$ cat src/rtl/game_pkg.sv
// rtl/game_pkg.sv - shared state encoding and screen/color constants for the stacking game
package game_pkg;

  typedef enum logic [1:0] {
    ST_IDLE = 2'd0,
    ST_GAP  = 2'd1,
    ST_FALL = 2'd2,
    ST_OVER = 2'd3
  } state_t;

  localparam int SCREEN_W = 640;
  localparam int SCREEN_H = 480;

  localparam int COLOR_W = 2;
  localparam logic [COLOR_W-1:0] COLOR_EMPTY = 2'd0;

  // A spawned block is never empty-colored; fold 0 onto color 1.
  function automatic logic [COLOR_W-1:0] spawn_color(input logic [COLOR_W-1:0] raw);
    return (raw == COLOR_EMPTY) ? 2'd1 : raw;
  endfunction

endpackage

$ cat src/rtl/lfsr16.sv
// rtl/lfsr16.sv - 16-bit Fibonacci LFSR, taps 16/14/13/11, advances when en is high
module lfsr16 #(
  parameter logic [15:0] SEED = 16'hACE1
) (
  input  logic        clk,
  input  logic        rst,
  input  logic        en,
  output logic [15:0] q
);

  always_ff @(posedge clk or posedge rst) begin
    if (rst) begin
      q <= SEED;
    end else if (en) begin
      q <= {q[14:0], q[15] ^ q[13] ^ q[12] ^ q[10]};
    end
  end

endmodule

$ cat src/rtl/drop_scheduler.sv
// rtl/drop_scheduler.sv - game FSM that spawns, drops and retires falling blocks for the stack datapath
module drop_scheduler
  import game_pkg::*;
#(
  parameter logic [19:0] FALL_DIV   = 20'd200000,
  parameter logic [23:0] SPAWN_GAP  = 24'd5000000,
  parameter logic [9:0]  FLOOR_Y    = 10'd470,
  parameter logic [9:0]  X_MIN      = 10'd20,
  parameter logic [4:0]  MAX_HEIGHT = 5'd16,
  parameter logic [1:0]  MAX_MISSES = 2'd3,
  parameter logic [15:0] LFSR_SEED  = 16'hACE1
) (
  input  logic               clk,
  input  logic               rst,
  input  logic               start,
  input  logic               pause,
  input  logic               collision,
  output logic [9:0]         fall_x,
  output logic [9:0]         fall_y,
  output logic [COLOR_W-1:0] fall_color,
  output logic               fall_valid,
  output logic [4:0]         score,
  output logic [1:0]         misses,
  output logic               game_over,
  output logic               win
);

  state_t state_q, state_d;

  logic [23:0]        gap_cnt_q, gap_cnt_d;
  logic [19:0]        div_cnt_q, div_cnt_d;
  logic [9:0]         fall_x_q, fall_x_d;
  logic [9:0]         fall_y_q, fall_y_d;
  logic [COLOR_W-1:0] fall_color_q, fall_color_d;
  logic               fall_valid_q, fall_valid_d;
  logic [4:0]         score_q, score_d;
  logic [1:0]         misses_q, misses_d;
  logic               win_q, win_d;

  logic [15:0] lfsr_q;
  logic        lfsr_en;
  logic        lfsr_unused;

  assign lfsr_en     = ~pause;
  assign lfsr_unused = ^lfsr_q[15:11];

  lfsr16 #(.SEED(LFSR_SEED)) u_lfsr (
    .clk (clk),
    .rst (rst),
    .en  (lfsr_en),
    .q   (lfsr_q)
  );

  logic       in_fall, at_floor, go, spawn, hit, miss, step, retire;
  logic [4:0] score_inc;
  logic [1:0] misses_inc;

  // Collision wins over everything in FALL, even while paused.
  assign in_fall    = (state_q == ST_FALL);
  assign at_floor   = (fall_y_q >= FLOOR_Y);
  assign go         = start & ~pause & ((state_q == ST_IDLE) | (state_q == ST_OVER));
  assign spawn      = (state_q == ST_GAP) & ~pause & (gap_cnt_q == SPAWN_GAP - 24'd1);
  assign hit        = in_fall & collision;
  assign miss       = in_fall & ~collision & ~pause & at_floor;
  assign step       = in_fall & ~collision & ~pause & ~at_floor & (div_cnt_q == FALL_DIV - 20'd1);
  assign retire     = hit | miss;
  assign score_inc  = (score_q < MAX_HEIGHT) ? score_q + 5'd1 : score_q;
  assign misses_inc = (misses_q < MAX_MISSES) ? misses_q + 2'd1 : misses_q;

  always_ff @(posedge clk or posedge rst) begin
    if (rst) begin
      state_q <= ST_IDLE;
    end else begin
      state_q <= state_d;
    end
  end

  always_comb begin
    state_d = state_q;
    case (state_q)
      ST_IDLE, ST_OVER: if (go) state_d = ST_GAP;
      ST_GAP:           if (spawn) state_d = ST_FALL;
      ST_FALL: begin
        if (hit) begin
          state_d = (score_inc == MAX_HEIGHT) ? ST_OVER : ST_GAP;
        end else if (miss) begin
          state_d = (misses_inc == MAX_MISSES) ? ST_OVER : ST_GAP;
        end
      end
      default:          state_d = ST_IDLE;
    endcase
  end

  always_comb begin
    game_over = (state_q == ST_OVER);
  end

  always_comb begin
    gap_cnt_d    = gap_cnt_q;
    div_cnt_d    = div_cnt_q;
    fall_x_d     = fall_x_q;
    fall_y_d     = fall_y_q;
    fall_color_d = fall_color_q;
    fall_valid_d = fall_valid_q;
    score_d      = score_q;
    misses_d     = misses_q;
    win_d        = win_q;

    if (go || retire) begin
      gap_cnt_d = 24'd0;
    end else if (state_q == ST_GAP && !pause) begin
      gap_cnt_d = gap_cnt_q + 24'd1;
    end

    if (spawn) begin
      div_cnt_d = 20'd0;
    end else if (in_fall && !pause) begin
      div_cnt_d = (div_cnt_q == FALL_DIV - 20'd1) ? 20'd0 : div_cnt_q + 20'd1;
    end

    if (spawn) begin
      fall_x_d     = X_MIN + {1'b0, lfsr_q[8:0]};
      fall_y_d     = 10'd0;
      fall_color_d = spawn_color(lfsr_q[10:9]);
      fall_valid_d = 1'b1;
    end else if (retire) begin
      fall_y_d     = 10'd0;
      fall_color_d = COLOR_EMPTY;
      fall_valid_d = 1'b0;
    end else if (step) begin
      fall_y_d = fall_y_q + 10'd1;
    end

    if (go) begin
      score_d  = 5'd0;
      misses_d = 2'd0;
      win_d    = 1'b0;
    end else if (hit) begin
      score_d = score_inc;
      if (score_inc == MAX_HEIGHT) win_d = 1'b1;
    end else if (miss) begin
      misses_d = misses_inc;
    end
  end

  always_ff @(posedge clk or posedge rst) begin
    if (rst) begin
      gap_cnt_q    <= 24'd0;
      div_cnt_q    <= 20'd0;
      fall_x_q     <= 10'd0;
      fall_y_q     <= 10'd0;
      fall_color_q <= COLOR_EMPTY;
      fall_valid_q <= 1'b0;
      score_q      <= 5'd0;
      misses_q     <= 2'd0;
      win_q        <= 1'b0;
    end else begin
      gap_cnt_q    <= gap_cnt_d;
      div_cnt_q    <= div_cnt_d;
      fall_x_q     <= fall_x_d;
      fall_y_q     <= fall_y_d;
      fall_color_q <= fall_color_d;
      fall_valid_q <= fall_valid_d;
      score_q      <= score_d;
      misses_q     <= misses_d;
      win_q        <= win_d;
    end
  end

  assign fall_x     = fall_x_q;
  assign fall_y     = fall_y_q;
  assign fall_color = fall_color_q;
  assign fall_valid = fall_valid_q;
  assign score      = score_q;
  assign misses     = misses_q;
  assign win        = win_q;

endmodule

$ cat config.mk
export PLATFORM = sky130hd
export DESIGN_NAME = drop_scheduler
export DESIGN_NICKNAME = d
export VERILOG_FILES = /design/src/rtl/game_pkg.sv /design/src/rtl/lfsr16.sv /design/src/rtl/drop_scheduler.sv
export SDC_FILE = /design/constraint.sdc
export NUM_CORES = 1
export LEC_CHECK = 0
export ABC_AREA = 1
export BUFFER_PORTS_ARGS = -buffer_cell sky130_fd_sc_hd__buf_2
export CAP_MARGIN = 30
export CORE_MARGIN = 5
export CORE_UTILIZATION = 50
export DETAILED_ROUTE_END_ITERATION = 6
export GPL_TIMING_DRIVEN = 1
export MAX_ROUTING_LAYER = met4
export PLACE_DENSITY = 0.66
export REMOVE_ABC_BUFFERS = 1
export SKIP_CTS_REPAIR_TIMING = 1
export SLEW_MARGIN = 20
export SYNTH_ARGS = -nofsm -noshare
export SYNTH_HDL_FRONTEND = slang
export SYNTH_SLANG_ARGS = --single-unit
$ cat constraint.sdc
create_clock -name clk -period 3.4 [get_ports clk]
set_input_delay 0.34 -clock clk [delete_from_list [all_inputs] [get_ports clk]]
set_output_delay 0.34 -clock clk [all_outputs]
set_load 0.005 [all_outputs]
==> impl_results.md, run 1 <==
* Inserted Clock Buffers at 9
* Max Slew Vio Count at 0
* CP Capture Type: flip-flop
* Total power at 3.03 mW
* CTS max path bufs at 2
* Cells on worst reg2reg path at 11
* Rows at 38
* Hold Slack at 325 ps
* Post-route minimum period at 2640 ps
* GRT Total Usage at 0.216
* DRC Markers at 0
* Routed Antenna Nets at 0
* Fin. Hold Viols at 0
* Max_cap viols at 0
* Power Internal at 1.95 mW
* CTS tree: built
* Switching part of the total at 0.356
* CP peak stage delay at 420 ps
* RSZ-0062 raised after global routing: no
* FF+latch count, synth at 93
* Cell taking the most area after synthesis: dfrtp_1
* Core area at 0.0109 mm2
* Detailed-placement wirelength estimate at 9550 um
* Clock sinks at 93
* Avg Inst Size Synth at 7.32 um2
* Number of DRC markers in iteration 0 at 383
* CP required at 3670 ps
* Top cells by area, synth: dfrtp_1, nand2_1, nor2_1
* Met2 Use GR at 0.338
* Die width at 115 um
* # IOs at 37
* Gr ovfl total at 0
* First-pass GRT wire length at 22400 um
* Net Sw Power at 1.08 mW
* Starting Density at 0.511
* Worst-Skew Late Latency at 380 ps
* Reg power frac at 0.480
* Worst path bufs/invs at 3
* Fill count at 1026
* Layout net count at 810
* Root Buffer: clkbuf_8
* LEAKAGE at 3.03 nW
* Relative slew slack at 0.619
* Crit start category: flip-flop
* Vias in the first global route at 4594
* Setup TNS at 0 ps
* Routed vias/inst at 5.18
* RePlAce Congestion at 0.891
* Hold depth at 3
* DIE AREA at 0.0133 mm2
* Fmax at 379 MHz
* P&R area growth vs syn at 9.18%
* Ys flop type: dfrtp_1
* Fraction of registers with async set/reset at 1.00
* WL/cell at 13.8 um
* Hold/Removal Path Class: in2reg
* Post-synth EDFFs at 0
* Status: finished clean
* Buffers on Ports at 36
* Clock skew at 12.1 ps
* Post-synth top cells: nand2_1, nor2_1, inv_1, dfrtp_1, nand3_1
* Worst-path maximum fanout at 31
* Setup crit start: state_q[1]$_DFFE_PP0P_
* Mapped Cells at 760
* Critical path class: reg2reg
* Routed wire length at 13000 um
* Final period util at 0.775
* Diode count at 0
* Met1 global-route usage at 0.292
* Cell Chain, Critical Path: inv_1 -> ha_1 -> nand2_1 -> inv_2 -> nand2_1 -> nor2_1 -> nand2_4 -> nand2_4 -> inv_2 -> nand2_1 -> o21ai_2
* Cell family with most CP delay: simple AND/OR/NAND/NOR gates
* Pwr Density at 499 mW/mm2
* Count leader, synth: nand2_1
* Post-Syn Area at 0.00556 mm2
* Pin count of the biggest net entering global routing at 78
* Comb power frac at 0.246
* Hold Startpoint: pause
* Reg2Reg Launch Point: state_q[1]$_DFFE_PP0P_
* H-tree depth at 3
* Pre-CTS setup slack at 633 ps
* Sequential area share after synthesis at 0.420
* Most frequent CP cell: nand2_1
* Vias at 4872
* Slowest CP cell: dfrtp_1
* Worst vdd ir at 0.000418 V
* Drt first pass iters at 5
* Share of the synthesized area in the top cell type at 0.382
* Met3 Track Usage GR at 0.0433
* Synthesis Warnings at 0
* Initial antenna violation count at 0
* Fraction of layout cells with a size suffix above 1 at 0.124
* Final Setup Violations at 0
* Setup ws final at 764 ps
* Grt peak-use layer: met2
* Levels on crit path at 11
* Clock power frac at 0.274
* Die Ht at 115 um
* Slew @ Worst Pin at 569 ps
* Yosys cell types at 38
* Worst EP arrival at 2910 ps
* Reg clk slew, reported paths at 100 ps
-- registers in the layout, indices dropped and copies added (netlist names) --
| signal | flops |
|---|---|
| gap_cnt_q | 24 |
| state_q | 2 |
| u_lfsr.q | 16 |
| div_cnt_q | 20 |
| fall_valid | 1 |
| fall_x | 10 |
| fall_y | 10 |
| win | 1 |
| score | 5 |
| fall_color | 2 |
| misses | 2 |
-- placed cells by master, fill, tap and decap left out, types with 2 or more instances in the layout --
cell type and count:
nor3b_1 2, nand2_2 4, o21ai_0 36, nor3_1 14
inv_1 91, nand3_1 60, xor2_1 20, ha_1 10
nor2_2 6, o22ai_1 3, a21oi_1 20, nand3b_1 2
nand4_1 23, inv_6 3, dfrtp_1 85, bufinv_16 2
nor2_1 103, xnor2_1 8, buf_2 36, a21oi_2 2
o21ai_1 7, nand2_1 210, dfstp_2 8, nand2_4 4
nor2_4 5, a211oi_1 2, clkbuf_8 9, inv_2 6
nand3_2 5
-- kinds of logic (layout without fill, tap and decap cells) --
family          after synthesis  in the layout  synth area share
compound gates               74             74            0.0724
buf+inv                     113            153            0.0862
xor+xnor                     28             28            0.0441
mux                           1              1           0.00180
simple gates                441            441             0.353
flops                        93             93             0.420
fa+ha+maj                    10             10            0.0225
-- metrics by stage --
| stage | util | cell area [um2] | cells |
|---|---|---|---|
| 2_1_floorplan | - | 5450 | 745 |
| 5_1_grt | 0.558 | 6070 | 940 |
| 6_report | 0.558 | 6070 | 940 |
| 3_5_place_dp | 0.534 | 5820 | 922 |
| 4_1_cts | 0.554 | 6030 | 938 |
| 3_3_place_gp | 0.534 | 5820 | 922 |
-- metal layers --
layer / routed length (um) / vias up
li1: - / 2486
met1: 6220 / 2265
met2: 6080 / 105
met3: 539 / 16
met4: 171 / 0
met5: 0 / -
-- worst min-delay path, stage by stage --
cell	delay [ps]
buf_2	210
nand2_1	100
nand2_1	50
-- path summary, 6_finish.rpt --
kind,to,slack (ps)
worst max-delay path,div_cnt_q[19]$_DFFE_PP0P_,760
worst min-delay path,u_lfsr.q[15]$_DFFE_PP1N_,320
worst max register to register,div_cnt_q[19]$_DFFE_PP0P_,760
worst min register to register,u_lfsr.q[15]$_DFFE_PP1N_,480
max in group asynchronous,u_lfsr.q[0]$_DFFE_PP1N_,1990
min in group asynchronous,misses[0]$_DFFE_PP0P_,490
-- power by group through the flow --
stage / combinational [mW] / clock [mW] / sequential (mW)
floorplan: 0.555 / 0 / 1.43
global placement: 0.718 / 0 / 1.46
detailed placement: 0.744 / 0 / 1.47
CTS: 0.747 / 0.859 / 1.45
global route: 0.861 / 0.903 / 1.48
finish: 0.745 / 0.830 / 1.45
-- cell type report --
| cell class | instances | area [um2] | area share |
|---|---|---|---|
| flip-flops and latches | 93 | 2340 | 0.385 |
| inverters | 98 | 370 | 0.0610 |
| well taps | 140 | 175 | 0.0288 |
| repair buffers | 39 | 225 | 0.0371 |
| multi-input cells | 554 | 2750 | 0.452 |
| clock buffers | 10 | 128 | 0.0210 |
| clock inverters | 6 | 91.3 | 0.0150 |
(Power assumes the default switching activity.)
==> run 2: changes to the inputs <==
clock period = 2.5 ns   (was 3.4 ns; I/O delays follow)
==> run 2 against run 1 <==
  * Critical path depth stayed put
  * Sequential share of layout area hardly changed
  * Critical endpoint unchanged
  * Sequential power increased by 37%
  * Flip-flop and latch count did not move
  * Clock power grew 25%
  * First-iteration DRC count fell by 13%
  * Highest routed layer unchanged
==> impl_results.md, run 2 (synthesis gave the netlist of run 1 again) <==
* Pin count of the biggest net entering global routing at 52 (-33%)
* Drt first pass iters at 5 (unchanged)
* First-pass GRT wire length at 22700 um (+1.4%)
* Worst EP arrival at 2500 ps (-410 ps)
* Worst-path maximum fanout at 31 (unchanged)
* RSZ-0062 raised after global routing: no
* Clock sinks at 93 (unchanged)
* CTS max path bufs at 2 (unchanged)
* Status: finished clean
* LEAKAGE at 3.02 nW (-0.23%)
* Diode count at 0 (unchanged)
* Layout net count at 812 (+0.25%)
* Root Buffer: clkbuf_8
* Switching part of the total at 0.366 (+0.0101)
* Die Ht at 115 um (unchanged)
* DRC Markers at 0 (unchanged)
* Reg clk slew, reported paths at 100 ps (about the same)
* # IOs at 37 (unchanged)
* Max Slew Vio Count at 0 (unchanged)
* Final period util at 0.900 (+0.124)
* Buffers on Ports at 36 (unchanged)
* Max_cap viols at 0 (unchanged)
* Final Setup Violations at 0 (unchanged)
* Fraction of layout cells with a size suffix above 1 at 0.126 (+0.00219)
* Vias in the first global route at 4918 (+7.1%)
* CP Capture Type: flip-flop
* Worst path bufs/invs at 3 (unchanged)
* Inserted Clock Buffers at 9 (unchanged)
* Hold depth at 4 (+1)
* Detailed-placement wirelength estimate at 9440 um (-1.2%)
* Cell Area, Placed at 0.00585 mm2 (+0.60%)
* Most common cell after layout, fill and taps aside: nand2_1
* Critical path class: reg2reg
* Hold/Removal Path Class: in2reg
* CP required at 2750 ps (-920 ps)
* Net Sw Power at 1.48 mW (+37%)
* DIE AREA at 0.0133 mm2 (unchanged)
* Most flops, register: gap_cnt_q
* Fmax at 445 MHz (+17%)
* Relative slew slack at 0.633 (+0.0140)
* Routed wire length at 13000 um (-0.32%)
* H-tree depth at 3 (unchanged)
* Slew @ Worst Pin at 550 ps (-19.6 ps)
* Largest regs: gap_cnt_q x24, div_cnt_q x20, u_lfsr.q x16
* Cell Chain, Critical Path: inv_1 -> ha_1 -> nand2_1 -> inv_2 -> nand2_1 -> nor2_1 -> nand2_4 -> nand2_8 -> inv_2 -> nand2_1 -> o21ai_2
* Clock skew at 16.3 ps (+4.19 ps)
* Max reg flops at 24 (unchanged)
* Hold Slack at 265 ps (-59.3 ps)
* Core area at 0.0109 mm2 (unchanged)
* WL/cell at 13.8 um (-0.53%)
* CP peak stage delay at 420 ps (about the same)
* Final instance area at 0.00607 mm2 (-0.10%)
* Setup TNS at 0 ps (unchanged)
* Commonest non-fill, non-tap cells in the layout: nand2_1, nor2_1, inv_1, dfrtp_1, nand3_1
* Post-route minimum period at 2250 ps (-388 ps)
* Worst vdd ir at 0.000576 V (+38%)
* Initial antenna violation count at 0 (unchanged)
* Routed Antenna Nets at 0 (unchanged)
* RePlAce Congestion at 0.900 (+0.99%)
* Die width at 115 um (unchanged)
* Cell family with most CP delay: simple AND/OR/NAND/NOR gates
* Power Internal at 2.56 mW (+31%)
* Pwr Density at 665 mW/mm2 (+33%)
* Fin. Hold Viols at 0 (unchanged)
* CTS tree: built
* Gr ovfl total at 0 (unchanged)
* Starting Density at 0.511 (unchanged)
* Placed Cells at 925 (+0.33%)
* Vias at 4889 (+0.35%)
* Levels on crit path at 11 (unchanged)
* Most frequent CP cell: nand2_1
* Rows at 38 (unchanged)
* Comb power frac at 0.253 (+0.007)
* GRT Total Usage at 0.217 (+0.00109)
* Fin cells at 942 (+0.21%)
* Core Util, Final at 0.557 (-0.000575)
* Crit start category: flip-flop
* Clock power frac at 0.257 (-0.017)
* Routed vias/inst at 5.19 (+0.14%)
* Worst-Skew Late Latency at 370 ps (about the same)
* Reg power frac at 0.490 (+0.010)
* Slowest CP cell: dfrtp_1
* Cells on worst reg2reg path at 11 (unchanged)
* P&R area growth vs syn at 9.07%
* Number of DRC markers in iteration 0 at 334 (-13%)
## run 2: area by class of cell
type / instances / area, um2
multi-input cells: 554 / 2750
flip-flops and latches: 93 / 2340
well taps: 140 / 175
clock inverters: 6 / 68.8
fillers: 1077 / 4820
clock buffers: 10 / 128
repair buffers: 41 / 233
inverters: 98 / 370
## run 2: per-stage QoR
step | setup slack (ps) | power, mW
4_1_cts | 158 | 4.07
6_report | 251 | 4.04
3_3_place_gp | 283 | 2.98
5_1_grt | 71.2 | 4.32
2_1_floorplan | -157 | 2.70
3_5_place_dp | 177 | 3.02
## run 2: worst min-delay path, stage by stage
cell and delay, ps:
buf_2 130, nor2_4 80, nand4_1 90, a21oi_1 60
## run 2: worst paths after layout
kind,from,endpoint,slack [ps]
max in group asynchronous,rst,u_lfsr.q[7]$_DFFE_PP1N_,1290
setup reg to reg,state_q[1]$_DFFE_PP0P_,div_cnt_q[19]$_DFFE_PP0P_,250
min in group asynchronous,rst,score[3]$_DFFE_PP0P_,480
setup / recovery,state_q[1]$_DFFE_PP0P_,div_cnt_q[19]$_DFFE_PP0P_,250
hold / removal,collision,fall_y[1]$_DFFE_PP0P_,270
hold reg to reg,u_lfsr.q[15]$_DFFE_PP1N_,u_lfsr.q[15]$_DFFE_PP1N_,480
## run 2: per-layer routing
layer  GRT usage  routed length, um  vias to the layer above
met1       0.266               5930                     2295
met5           -                  0                        -
met3      0.0418                548                       16
met2       0.366               6330                       86
li1            -                  -                     2492
met4      0.0649                161                        0
## run 2: power by group through the flow
stage | clock network [mW] | registers (mW) | logic [mW]
floorplan | 0 | 1.94 | 0.755
global placement | 0 | 1.99 | 0.985
detailed placement | 0 | 2.00 | 1.01
CTS | 1.07 | 1.97 | 1.02
global route | 1.13 | 2.01 | 1.18
finish | 1.04 | 1.98 | 1.02
==> run 3: changes to the inputs <==
SYNTH_HIERARCHICAL = 1   (was default)
==> run 3 against run 2 <==
  * The flow now finishes with violations (hold timing)
  * Maximum frequency is 10% higher
  * Flip-flop and latch count stayed put
  * Largest power group unchanged
  * Sequential power hardly changed
  * Clock skew is 8.6 ps lower
  * Critical path type unchanged
  * Critical endpoint is now div_cnt_q[3]$_DFFE_PP0P_
  * Total power is 9.7% higher
  * Clock-buffer cell count stayed put
  * Clock power is 31% higher
==> impl_results.md, run 3 <==
* Status: finished with violations
* Failing checks: hold timing
* Final Setup Violations at 0 (unchanged)
* Layout net count at 842 (+3.7%)
* Comb power frac at 0.241 (-0.012)
* Die Ht at 117 um (+1.2%)
* Root Buffer: clkbuf_16
* Most flops, register: gap_cnt_q
* Clock power frac at 0.308 (+0.051)
* P&R area growth vs syn at 10.0%
* Initial antenna violation count at 0 (unchanged)
* Cells on worst reg2reg path at 11 (unchanged)
* Pwr Density at 705 mW/mm2 (+5.9%)
* Inserted Clock Buffers at 9 (unchanged)
* Diode count at 0 (unchanged)
* Area occupied by registers at 0.00234 mm2 (unchanged)
* Fin. Hold Viols at 39 (+39)
* Mapped Cells at 789 (+3.8%)
* Starting Density at 0.505 (-0.00627)
* FF+latch count, synth at 93 (unchanged)
* Core area at 0.0113 mm2 (+4.0%)
* R2r setup slk at 460 ps (+210 ps)
* DRC Markers at 0 (unchanged)
* Buffers on Ports at 36 (unchanged)
* Reg power frac at 0.451 (-0.039)
* Slew @ Worst Pin at 643 ps (+93.5 ps)
* Rows at 39 (+2.6%)
* CP Capture Type: flip-flop
* Drt first pass iters at 7 (+2)
* Number of DRC markers in iteration 0 at 272 (-19%)
* Clock skew at 7.73 ps (-8.59 ps)
* Ys flop type: dfrtp_1
* Routed Antenna Nets at 0 (unchanged)
* GRT Total Usage at 0.210 (-0.00734)
* Routed vias/inst at 5.21 (+0.35%)
* Fmax at 491 MHz (+10%)
* RePlAce Congestion at 0.961 (+6.8%)
* Synthesis Warnings at 6 (+6)
* Slowest CP cell: dfrtp_1
* Commonest non-fill, non-tap cells in the layout: nand2_1, nor2_1, inv_1, dfrtp_1, nand3_1
* First-pass GRT wire length at 22100 um (-2.5%)
* Yosys cell types at 40 (+5.3%)
* Reg clk slew, reported paths at 70 ps (-30 ps)
* Clock sinks at 93 (unchanged)
* # IOs at 37 (unchanged)
* LEAKAGE at 3.18 nW (+5.5%)
* Post-synth EDFFs at 0 (unchanged)
* Most common cell after layout, fill and taps aside: nand2_1
* Vias at 5078 (+3.9%)
* Routed wire length at 13200 um (+1.5%)
* Die width at 117 um (+1.2%)
* Post-route minimum period at 2040 ps (-210 ps)
* CP peak stage delay at 410 ps (about the same)
* Avg Inst Size Synth at 7.24 um2 (-1.1%)
* Fraction of registers with async set/reset at 1.00 (unchanged)
* Worst vdd ir at 0.000440 V (-24%)
* Post-synth top cells: nand2_1, nor2_1, inv_1, dfrtp_1, nand3_1
* Largest regs: gap_cnt_q x24, div_cnt_q x20, u_lfsr/q x16
* Relative slew slack at 0.571 (-0.0628)
* Max Slew Vio Count at 0 (unchanged)
* Gr ovfl total at 0 (unchanged)
* Most frequent CP cell: nand2_1
* Max reg flops at 24 (unchanged)
* CP required at 2750 ps (about the same)
* Reg2Reg Launch Point: state_q[1]$_DFFE_PP0P_
* Switching part of the total at 0.365 (-0.00177)
* Cell family with most CP delay: simple AND/OR/NAND/NOR gates
* Post-Syn Area at 0.00571 mm2 (+2.7%)
* Crit start category: flip-flop
* Worst-Skew Late Latency at 360 ps (about the same)
* Critical path class: reg2reg
* Hold/Removal Path Class: in2async
* Sequential area share after synthesis at 0.409 (-0.0110)
* Max_cap viols at 0 (unchanged)
* Vias in the first global route at 4805 (-2.3%)
* Share of the synthesized area in the top cell type at 0.372 (-0.0101)
* Fill count at 1085 (+0.74%)
* Worst path bufs/invs at 2 (-1)
* RSZ-0062 raised after global routing: no
* CTS max path bufs at 2 (unchanged)
* Count leader, synth: nand2_1
* Net Sw Power at 1.61 mW (+9.2%)
* Setup TNS at 0 ps (unchanged)
* Pin count of the biggest net entering global routing at 34 (-35%)
* Fraction of layout cells with a size suffix above 1 at 0.126 (+0.000267)
* Cell Chain, Critical Path: inv_1 -> ha_1 -> nand2_1 -> nor2_2 -> nand3_4 -> clkinv_2 -> nand2_4 -> nand2_8 -> nand2_1 -> nand2_1 -> nor2_1
* Power Internal at 2.81 mW (+10%)
* H-tree depth at 3 (unchanged)
* Detailed-placement wirelength estimate at 9720 um (+3.0%)
* Final period util at 0.815 (-0.0842)
* Worst-path maximum fanout at 26 (-16%)
* Area of the multi-input gates at 0.00289 mm2 (+5.0%)
* WL/cell at 13.5 um (-2.0%)
* Worst EP arrival at 2290 ps (-210 ps)
* Top cells by area, synth: dfrtp_1, nand2_1, nor2_1
* DIE AREA at 0.0137 mm2 (+2.5%)
* Hold Slack at -47.7 ps (-313 ps)
* Cell taking the most area after synthesis: dfrtp_1
* Reg-to-Reg End: div_cnt_q[3]$_DFFE_PP0P_
* CTS tree: built
-- run 3: cell types whose count changed in the layout (fill, tap and decap cells not counted), moves of 3 or more --
cell,before,now
nand2_1,210,240
nand4_1,23,34
clkbuf_16,0,9
o21ai_0,36,27
a21oi_1,20,12
clkbuf_8,9,1
nor2_1,103,111
inv_1,91,86
a21oi_2,2,6
nand3_2,5,2
nand3b_1,2,5
nor3_1,14,11
o21ai_1,7,10
xor2_1,20,23
-- run 3: power by group through the flow --
stage	clock, mW	combinational, mW	sequential (mW)
after floorplan	0	0.792	1.96
after global placement	0	1.05	2.01
after detailed placement	0	1.07	2.03
after CTS	1.39	1.08	2.00
after global routing	1.45	1.23	2.04
final	1.36	1.07	2.00
-- run 3: how the worst max path moves through the flow --
stage | slack (ps) | startpoint | end | cells after the start
floorplan | 280 | rst | div_cnt_q[0]$_DFFE_PP0P_ | 1
global placement | 500 | state_q[0]$_DFFE_PP0P_ | gap_cnt_q[0]$_DFFE_PP0P_ | 9
detailed placement | 440 | state_q[1]$_DFFE_PP0P_ | div_cnt_q[3]$_DFFE_PP0P_ | 11
CTS | 420 | state_q[1]$_DFFE_PP0P_ | div_cnt_q[3]$_DFFE_PP0P_ | 11
global route | 240 | state_q[1]$_DFFE_PP0P_ | div_cnt_q[5]$_DFFE_PP0P_ | 11
finish | 460 | state_q[1]$_DFFE_PP0P_ | div_cnt_q[3]$_DFFE_PP0P_ | 11
-- run 3: kinds of logic (layout without fill, tap and decap cells) --
kind of cell,count (synthesis),after routing,share of synthesized area
and+or+nand+nor,482,482,0.373
buffers and inverters,110,153,0.0843
DFF,93,93,0.409
AOI/OAI and AO/OA,63,63,0.0642
xor gates and xnor gates,31,31,0.0475
adders and majority gates,10,10,0.0219
-- run 3: routing by layer --
layer | track usage | share of wire
met1 | 0.261 | 0.45
met2 | 0.341 | 0.48
met3 | 0.0350 | 0.044
met4 | 0.0879 | 0.022
met5 | - | 0
-- run 3: area by class of cell --
type                    instances  area share
clock buffers                  10      0.0380
clock inverters                 6     0.00836
flip-flops and latches         93       0.372
multi-input cells             586       0.460
repair buffers                 41      0.0346
well taps                     143      0.0285
inverters                      96      0.0581
-- run 3: through the flow --
step           cells  area (um2)  power [mW]   util  setup slack [ps]
2_1_floorplan    775        5590        2.75      -               283
3_3_place_gp     959        5990        3.06  0.529               500
3_5_place_dp     959        5990        3.10  0.529               439
4_1_cts          975        6280        4.47  0.555               417
5_1_grt          975        6280        4.72  0.555               245
6_report         975        6280        4.43  0.555               462
